File: config.mk
export PLATFORM = sky130hd
export DESIGN_NAME = frame_filler
export DESIGN_NICKNAME = d
export VERILOG_FILES = /design/src/rtl/frame_filler.sv
export SDC_FILE = /design/constraint.sdc
export NUM_CORES = 1
export LEC_CHECK = 0
export BUFFER_PORTS_ARGS = -buffer_cell sky130_fd_sc_hd__buf_2
export CAP_MARGIN = 20
export CORE_MARGIN = 5
export CORE_UTILIZATION = 50
export DETAILED_ROUTE_END_ITERATION = 16
export GPL_TIMING_DRIVEN = 0
export PLACE_DENSITY = 0.7
export SETUP_SLACK_MARGIN = 0.15
export SYNTH_ARGS = -nofsm -noshare
export SYNTH_HDL_FRONTEND = slang
export SYNTH_SLANG_ARGS = --single-unit
File: constraint.sdc
create_clock -name clk -period 2.6 [get_ports clk]
set_clock_uncertainty 0.1 [all_clocks]
set_input_delay 0.13 -clock clk [delete_from_list [all_inputs] [get_ports clk]]
set_output_delay 0.13 -clock clk [all_outputs]
set_load 0.01 [all_outputs]
File: src/rtl/frame_filler.sv
// frame_filler: per-request word generator for a fixed-length frame buffer.
// Counter slots carry frame/group/sub-slot counters; all other slots return a fill word.
module frame_filler #(
  parameter int WORD_W     = 12,
  parameter int PTR_W      = 9,
  parameter int FRAME_LEN  = 512,
  parameter int FRM_CNT_W  = 8,
  parameter int GRP_PTR    = 149,
  parameter int GRP_CNT_W  = 10,
  parameter int SUB_OFFSET = 2,
  parameter int SUB_PERIOD = 16,
  parameter int SUB_CNT_W  = 8,
  parameter int GRP_SEL_W  = 5
) (
  input  logic                 clk,
  input  logic                 reset,
  input  logic                 bufGetWord,
  input  logic [PTR_W-1:0]     bufRdPointer,
  input  logic [GRP_SEL_W-1:0] cntGrp,
  input  logic [1:0]           mode,
  output logic [WORD_W-1:0]    dataWord,
  output logic                 dataValid,
  output logic                 ptrErr
);
  localparam int MAX_CW = FRM_CNT_W > SUB_CNT_W ? FRM_CNT_W : SUB_CNT_W;
  localparam logic [WORD_W-1:0] FILL = WORD_W'(2);
  generate
    if (WORD_W < MAX_CW + 4 || WORD_W < GRP_CNT_W + 2)
      begin : g_bad_width
        $error("frame_filler: WORD_W too narrow for counter fields");
      end
    if (GRP_PTR == 0 || (GRP_PTR >= SUB_OFFSET && GRP_PTR < FRAME_LEN && (GRP_PTR - SUB_OFFSET) % SUB_PERIOD == 0))
      begin : g_bad_grp
        $error("frame_filler: GRP_PTR collides with frame slot or a sub-slot");
      end
  endgenerate
  logic [FRM_CNT_W-1:0] r_frm;
  logic [GRP_CNT_W-1:0] r_grp;
  logic [SUB_CNT_W-1:0] r_sub;
  logic [PTR_W-1:0]     r_last;
  logic                 r_last_vld;
  logic [31:0]          w_p32;
  logic                 w_oor, w_frm_slot, w_grp_slot, w_sub_slot, w_first, w_inc;
  logic [WORD_W-1:0]    w_word;
  assign w_p32      = 32'(bufRdPointer);
  assign w_oor      = w_p32 >= FRAME_LEN;
  assign w_frm_slot = bufRdPointer == '0;
  assign w_grp_slot = w_p32 == GRP_PTR;
  assign w_sub_slot = w_p32 >= SUB_OFFSET && (w_p32 - SUB_OFFSET) % SUB_PERIOD == 0;
  assign w_first    = !r_last_vld || bufRdPointer != r_last;
  assign w_inc      = bufGetWord && w_first && !w_oor && mode != 2'd3;
  always_comb begin
    w_word = w_oor        ? FILL :
             mode == 2'd1 ? WORD_W'(bufRdPointer) :
             mode == 2'd2 ? FILL :
             w_frm_slot   ? {1'b0, (WORD_W-4)'(r_frm), 3'b001} :
             w_grp_slot   ? {1'b0, (WORD_W-2)'(r_grp), 1'b0} :
             w_sub_slot   ? {1'b0, (WORD_W-4)'(r_sub), 3'b011} : FILL;
  end
  // A repeat of the last serviced pointer replays the previous word untouched
  always_ff @(posedge clk or negedge reset) begin
    if (!reset) begin
      dataWord   <= '0;
      dataValid  <= 1'b0;
      ptrErr     <= 1'b0;
      r_frm      <= '0;
      r_grp      <= '0;
      r_sub      <= '0;
      r_last     <= '0;
      r_last_vld <= 1'b0;
    end else begin
      dataValid <= bufGetWord;
      if (bufGetWord) begin
        if (w_first) dataWord <= w_word;
        if (w_oor) ptrErr <= 1'b1;
        r_last     <= bufRdPointer;
        r_last_vld <= 1'b1;
      end
      if (w_inc && w_frm_slot) r_frm <= r_frm + 1'b1;
      if (w_inc && w_grp_slot && cntGrp == '0) r_grp <= r_grp + 1'b1;
      if (w_inc && w_sub_slot) r_sub <= r_sub + 1'b1;
    end
  end
endmodule

==> summary.txt, run 1 <==
Detailed routing
  • Post-DRT Antenna Nets: 0
  • Via density: 5.55
  • DRC viols: 0
  • WL/cell: 15.3 µm
  • DR vias: 2,026
  • DRT iter0 DRCs: 152
  • Final wirelength: 5580 µm
  • TritonRoute pass-1 iters: 4

Placed design
  • Placed Cells: 353
  • PortBufs: 24
  • Place WS: -0.0364 ns
  • Routability Congestion: 0.954
  • Final HPWL DP: 4190 µm

Critical path
  • Delay of the slowest critical-path stage: 0.53 ns
  • Crit-path cells: dlygate4sd3_1 > buf_2 > or4_4 > nor3_4 > nand4_4 > nor2_1 > mux2_2
  • Worst Path Required: 2.70 ns
  • Crit end category: register
  • Crit path max fanout: 9
  • Startpoint Class: input port
  • WP data arrival: 2.33 ns
  • Critical path class: in -> reg
  • Family with the most delay on the worst path: simple AND/OR/NAND/NOR gates
  • CP max stage cell: dlygate4sd3_1
  • Buf/Inv on CP: 2

Global routing
  • Initial antenna violation count: 0
  • Grt ovf: 0
  • Global-route usage over all layers: 0.182
  • Largest net degree at the start of global routing: 49
  • First-pass GRT wire length: 9420 µm
  • Vias in the first global route: 1,925

Clocking
  • Sink Count: 48
  • Postcts setup bufs: 0
  • Skew-Pair Late Insertion Delay: 0.31 ns
  • Clock Path Buffers: 2
  • CTS Root Cell: clkbuf_8
  • CTS tree: yes
  • H-Tree Depth: 2
  • CTS buffer count: 5
  • Clock-pin slew on the worst setup and hold paths: 0.10 ns

Layout
  • Most common cell after layout, fill and taps aside: dfrtp_1
  • Layout Nets: 317
  • Fin util: 0.585
  • Area grow syn2layout: 13.7%
  • Antenna Cells: 0
  • Final cell count without fillers: 365
  • Storage element area: 1200 µm²
  • Most frequent cells in the layout: dfrtp_1 (48), buf_2 (25), nor2_1 (21)
  • Fillers: 471
  • Area taken by multi-input logic gates: 1350 µm²
  • Share of layout cells above drive strength 1: 0.214

Yosys
  • Post-Syn Instances: 258
  • Post-synthesis cell area: 2630 µm²
  • Post-synthesis register bit count: 48
  • Synth async-reset ratio: 1.00
  • Primary FF master, synth: dfrtp_1
  • Yosys cell types: 47
  • Mapped Avg Cell Area: 10.2 µm²
  • EDFF count, synth: 0
  • Yosys warnings: 0
  • Seq/Total Area, Yosys: 0.457

Timing
  • Post-Route Setup TNS: 0 ns
  • Final worst-path cycle share: 0.857
  • FMAX: 449 MHz
  • Slew Viols, Final: 0
  • Final Setup Violations: 0
  • Minimum clock period: 2.23 ns
  • Rel. slew slack: 0.452
  • Final setup margin: 0.372 ns
  • Final hold violations: 0
  • Measured slew at the worst slew-check pin: 0.815 ns
  • Unrepaired setup endpoints after global routing: false

Status
  • Status: finished, final reports clean

Die
  • Die Y: 82.5 µm
  • Die ar.: 6810 µm²
  • Effective utilization at floorplan: 0.515
  • Num rows: 26
  • Die Span X: 82.5 µm
  • I/O Pins: 33
  • Placeable Area: 5110 µm²

Pwr
  • Worst IR drop on VDD: 0.343 mV
  • Clk network pwr share: 0.302
  • Leak: 1.31 nW
  • P per Cell Area: 500 nW/µm²
  • Int Pwr: 1.08 mW
  • Switching Fraction: 0.280
  • Tot Pwr: 1.49 mW
  • NetSw: 0.418 mW
  • Comb pwr share: 0.143
  • Reg power frac: 0.555

Run
  • Max-cap violations: 0

Hold path
  • Worst min-delay path class: in -> reg
-- power by group through the flow --
stage / logic [mW] / clock network [mW] / registers (mW)
CTS: 0.212 / 0.464 / 0.829
detailed placement: 0.207 / 0 / 0.843
floorplan: 0.129 / 0 / 0.844
finish: 0.214 / 0.451 / 0.829
global route: 0.240 / 0.499 / 0.836
global placement: 0.203 / 0 / 0.840
-- registers in the layout, summed over array words and instances, names as in the netlist --
signal / cells
dataWord: 11
dataValid: 1
r_last_vld: 1
r_last: 9
r_grp: 10
r_sub: 8
r_frm: 8
-- worst reg2reg max path, stage by stage, from the launching register on --
cell and delay, ns:
dfrtp_1 0.40, xnor2_1 0.16, nand4_1 0.19, o31ai_1 0.52, clkbuf_2 0.32, nor3_1 0.10, xor2_1 0.15
-- path summary, 6_finish.rpt --
kind                            cells after the start  slack [ns]       startpoint      endpoint
worst max-delay path                                7        0.37  bufRdPointer[6]      r_grp[1]
worst min-delay path                                2        0.03  bufRdPointer[5]     r_last[5]
worst max register to register                      6        0.53        r_last[6]      r_sub[6]
worst min register to register                      1        0.37         r_grp[9]      r_grp[9]
max in group asynchronous                           3        1.72            reset      r_grp[1]
min in group asynchronous                           2        0.19            reset  dataWord[10]
-- metrics by stage --
| stage | cell area [µm²] | hold slack, ns |
|---|---|---|
| after detailed placement | 2840 | 0.237 |
| after CTS | 2960 | 0.0184 |
| final | 2990 | 0.0296 |
| after global placement | 2840 | 0.235 |
| after global routing | 2990 | 0.0169 |
| after floorplan | 2630 | -0.266 |
-- cells by family (layout without fill, tap and decap cells) --
group | after synthesis | in the layout | synth area share
compound gates | 47 | 47 | 0.124
flops | 48 | 48 | 0.457
buf+inv | 21 | 57 | 0.0333
simple gates | 90 | 90 | 0.197
mux | 13 | 13 | 0.0557
fa+ha+maj | 4 | 4 | 0.0190
xor+xnor | 34 | 34 | 0.113
other cells | 1 | 2 | 0.00143
-- cell type report --
type	instances	share of cell area
multi-input cells	190	0.451
flip-flops and latches	48	0.402
repair buffers	28	0.0569
well taps	70	0.0293
plain buffers	18	0.0259
clock buffers	5	0.0230
clock inverters	3	0.00795
inverters	3	0.00377
-- metal layers --
metal / GRT usage / up-vias / share of wire
met2: 0.275 / 49 / 0.47
met1: 0.259 / 967 / 0.47
met3: 0.0325 / 8 / 0.043
met5: 0 / - / 0
li1: - / 1002 / -
met4: 0.0719 / 0 / 0.014
-- timing repair --
action                                 CTS  global route
setup endpoints to repair                0             7
resized for setup                        0             3
endpoints found under the hold margin   50             0
hold buffers                             3             0
-- Yosys cell counts (3+ instances only) --
cell type  count  area share
dfrtp_1       48        0.46
nor2_1        21       0.030
xor2_1        20       0.067
nand2_1       15       0.021
clkbuf_1      14       0.020
nand3_1       14       0.027
xnor2_1       14       0.047
mux2_2        13       0.056
a21oi_1       10       0.019
nor3_1         9       0.017
a31oi_1        7       0.017
nand4_1        7       0.017
o21ai_0        6       0.011
ha_1           4       0.019
o221ai_1       4       0.013
o2bb2ai_1      4       0.013
a21o_1         3      0.0086
inv_1          3      0.0043
nor4_1         3      0.0071
o31a_1         3       0.010
No activity file was read; power rests on OpenSTA's default activity.
==> run 2, diff against run 1 <==
--- a/config.mk
+++ b/config.mk
@@ -7,6 +7,7 @@
 export LEC_CHECK = 0
 export BUFFER_PORTS_ARGS = -buffer_cell sky130_fd_sc_hd__buf_2
 export CAP_MARGIN = 20
+export CORE_ASPECT_RATIO = 1.75
 export CORE_MARGIN = 5
 export CORE_UTILIZATION = 50
 export DETAILED_ROUTE_END_ITERATION = 16
==> constraint.sdc (replaced) <==
create_clock -name clk -period 2.6 [get_ports clk]
set_clock_uncertainty 0.1 [all_clocks]
set_input_delay 0.52 -clock clk [delete_from_list [all_inputs] [get_ports clk]]
set_output_delay 0.52 -clock clk [all_outputs]
set_load 0.01 [all_outputs]
==> run 2 against run 1 <==
Sequential share of layout area rose by 0.61 points. First-iteration DRC count down 30%. Largest power group unchanged. Non-clock buffer count fell by 3. Largest cell class unchanged. Critical path type unchanged.
==> summary.txt, run 2 (same netlist as run 1, synthesis figures left out) <==
Critical path
  • Crit-path cells: clkbuf_1 > xnor2_1 > nand4_1 > o31ai_1 > clkbuf_1 > nor3_1 > xor2_1
  • Crit path max fanout: 10
  • Critical path class: in -> reg
  • Crit path top cell by count: clkbuf_1
  • Delay of the slowest critical-path stage: 0.54 ns
  • WP data arrival: 2.41 ns
  • Family with the most delay on the worst path: buffers and inverters
  • Worst Path Required: 2.68 ns
  • Crit end category: register
  • Startpoint Class: input port
  • CP max stage cell: o31ai_1
  • Buf/Inv on CP: 2

Die
  • Die ar.: 6870 µm²
  • Placeable Area: 5210 µm²
  • Die Span X: 64.8 µm
  • Die Y: 106 µm
  • Num rows: 35
  • I/O Pins: 33
  • Effective utilization at floorplan: 0.505

Placed design
  • PortBufs: 24
  • Final HPWL DP: 4360 µm
  • Routability Congestion: 0.859
  • Place WS: -0.397 ns

Detailed routing
  • Final wirelength: 5720 µm
  • TritonRoute pass-1 iters: 4
  • WL/cell: 16.5 µm
  • DRT iter0 DRCs: 106
  • DR vias: 2,001
  • DRC viols: 0
  • Post-DRT Antenna Nets: 0
  • Via density: 5.77

Clocking
  • H-Tree Depth: 2
  • Hold_buf cts: 0
  • CTS buffer count: 5
  • CTS Root Cell: clkbuf_8
  • Clock-pin slew on the worst setup and hold paths: 0.08 ns
  • Postcts setup bufs: 0
  • Skew-Pair Late Insertion Delay: 0.29 ns
  • Sink Count: 48
  • CTS tree: yes
  • Clock Path Buffers: 2

Run
  • Max-cap violations: 0

Status
  • Status: finished, final reports clean

Pwr
  • Int Pwr: 1.10 mW
  • Clk network pwr share: 0.303
  • Tot Pwr: 1.50 mW
  • Comb pwr share: 0.142
  • Switching Fraction: 0.265
  • Leak: 1.31 nW
  • P per Cell Area: 508 nW/µm²
  • Worst IR drop on VDD: 0.311 mV
  • NetSw: 0.397 mW
  • Reg power frac: 0.555

Timing
  • Rel. slew slack: 0.453
  • Measured slew at the worst slew-check pin: 0.813 ns
  • Final hold violations: 0
  • Unrepaired setup endpoints after global routing: false
  • Post-Route Setup TNS: 0 ns
  • Minimum clock period: 2.33 ns
  • FMAX: 429 MHz
  • Final setup margin: 0.267 ns
  • Final worst-path cycle share: 0.897
  • Final Setup Violations: 0
  • Slew Viols, Final: 0
  • Hold WS: 0.0749 ns

Layout
  • Antenna Cells: 0
  • Top Registers: dataWord (11), r_grp (10), r_last (9)
  • Most frequent cells in the layout: dfrtp_1 (48), buf_2 (26), nor2_1 (21)
  • Area taken by multi-input logic gates: 1360 µm²
  • Largest register FFs: 11
  • Storage element area: 1200 µm²
  • Area grow syn2layout: 12.0%
  • Most common cell after layout, fill and taps aside: dfrtp_1
  • Reg with most FFs: dataWord
  • Fillers: 487
  • Layout Nets: 314
  • Share of layout cells above drive strength 1: 0.209

Global routing
  • Global-route usage over all layers: 0.180
  • Initial antenna violation count: 0
  • Vias in the first global route: 2,076
  • Grt ovf: 0
  • First-pass GRT wire length: 9740 µm
  • Largest net degree at the start of global routing: 49

Hold path
  • Worst min-delay path class: in -> async
==> run 2: what timing repair did <==
action                                  4_1_cts  5_1_grt
pin swaps                                     0        0
hold endpoints to repair                      0        0
gates resized for setup                       2        2
endpoints found under the setup margin       12        7
==> run 2: cell type report <==
cell class | instances | share of cell area
clock buffers | 8 | 0.0306
plain buffers | 18 | 0.0263
flip-flops and latches | 48 | 0.408
multi-input cells | 190 | 0.460
inverters | 3 | 0.00382
well taps | 55 | 0.0234
repair buffers | 25 | 0.0476
==> run 2: metrics by stage <==
step / cells / cell area (µm²) / utilization
after floorplan: 259 / 2630 / -
after global placement: 338 / 2820 / 0.542
after detailed placement: 338 / 2820 / 0.542
after CTS: 346 / 2920 / 0.560
after global routing: 347 / 2950 / 0.565
final: 347 / 2950 / 0.565
==> run 2: worst reg2reg max path: stages, from the launching register on <==
cell and delay, ns:
dfrtp_1 0.40, xnor2_1 0.15, nand4_1 0.19, o31ai_1 0.54, clkbuf_1 0.44, nor3_1 0.14, xor2_1 0.16
==> run 2: per-layer routing <==
layer / vias up / part of all wire / GRT usage
met5: - / 0 / 0
met4: 0 / 0.026 / 0.0696
met3: 10 / 0.029 / 0.0338
met2: 36 / 0.53 / 0.314
met1: 963 / 0.42 / 0.213
li1: 992 / - / -
==> run 2: power by group through the flow <==
stage | clock network (mW) | registers [mW] | logic, mW
2_1_floorplan | 0 | 0.844 | 0.129
3_3_place_gp | 0 | 0.842 | 0.203
3_5_place_dp | 0 | 0.845 | 0.207
4_1_cts | 0.470 | 0.830 | 0.210
5_1_grt | 0.504 | 0.837 | 0.239
6_report | 0.454 | 0.831 | 0.212
==> run 2: worst paths after layout <==
path | slack (ns) | depth (start not counted) | end | from
setup / recovery | 0.27 | 7 | r_sub[4] | bufRdPointer[7]
hold / removal | 0.07 | 1 | r_frm[7] | reset
setup reg to reg | 0.35 | 6 | r_sub[4] | r_last[6]
hold reg to reg | 0.37 | 1 | r_last_vld | r_last_vld
max in group asynchronous | 1.81 | 2 | r_last[0] | reset
min in group clk | 0.32 | 1 | dataValid | bufGetWord
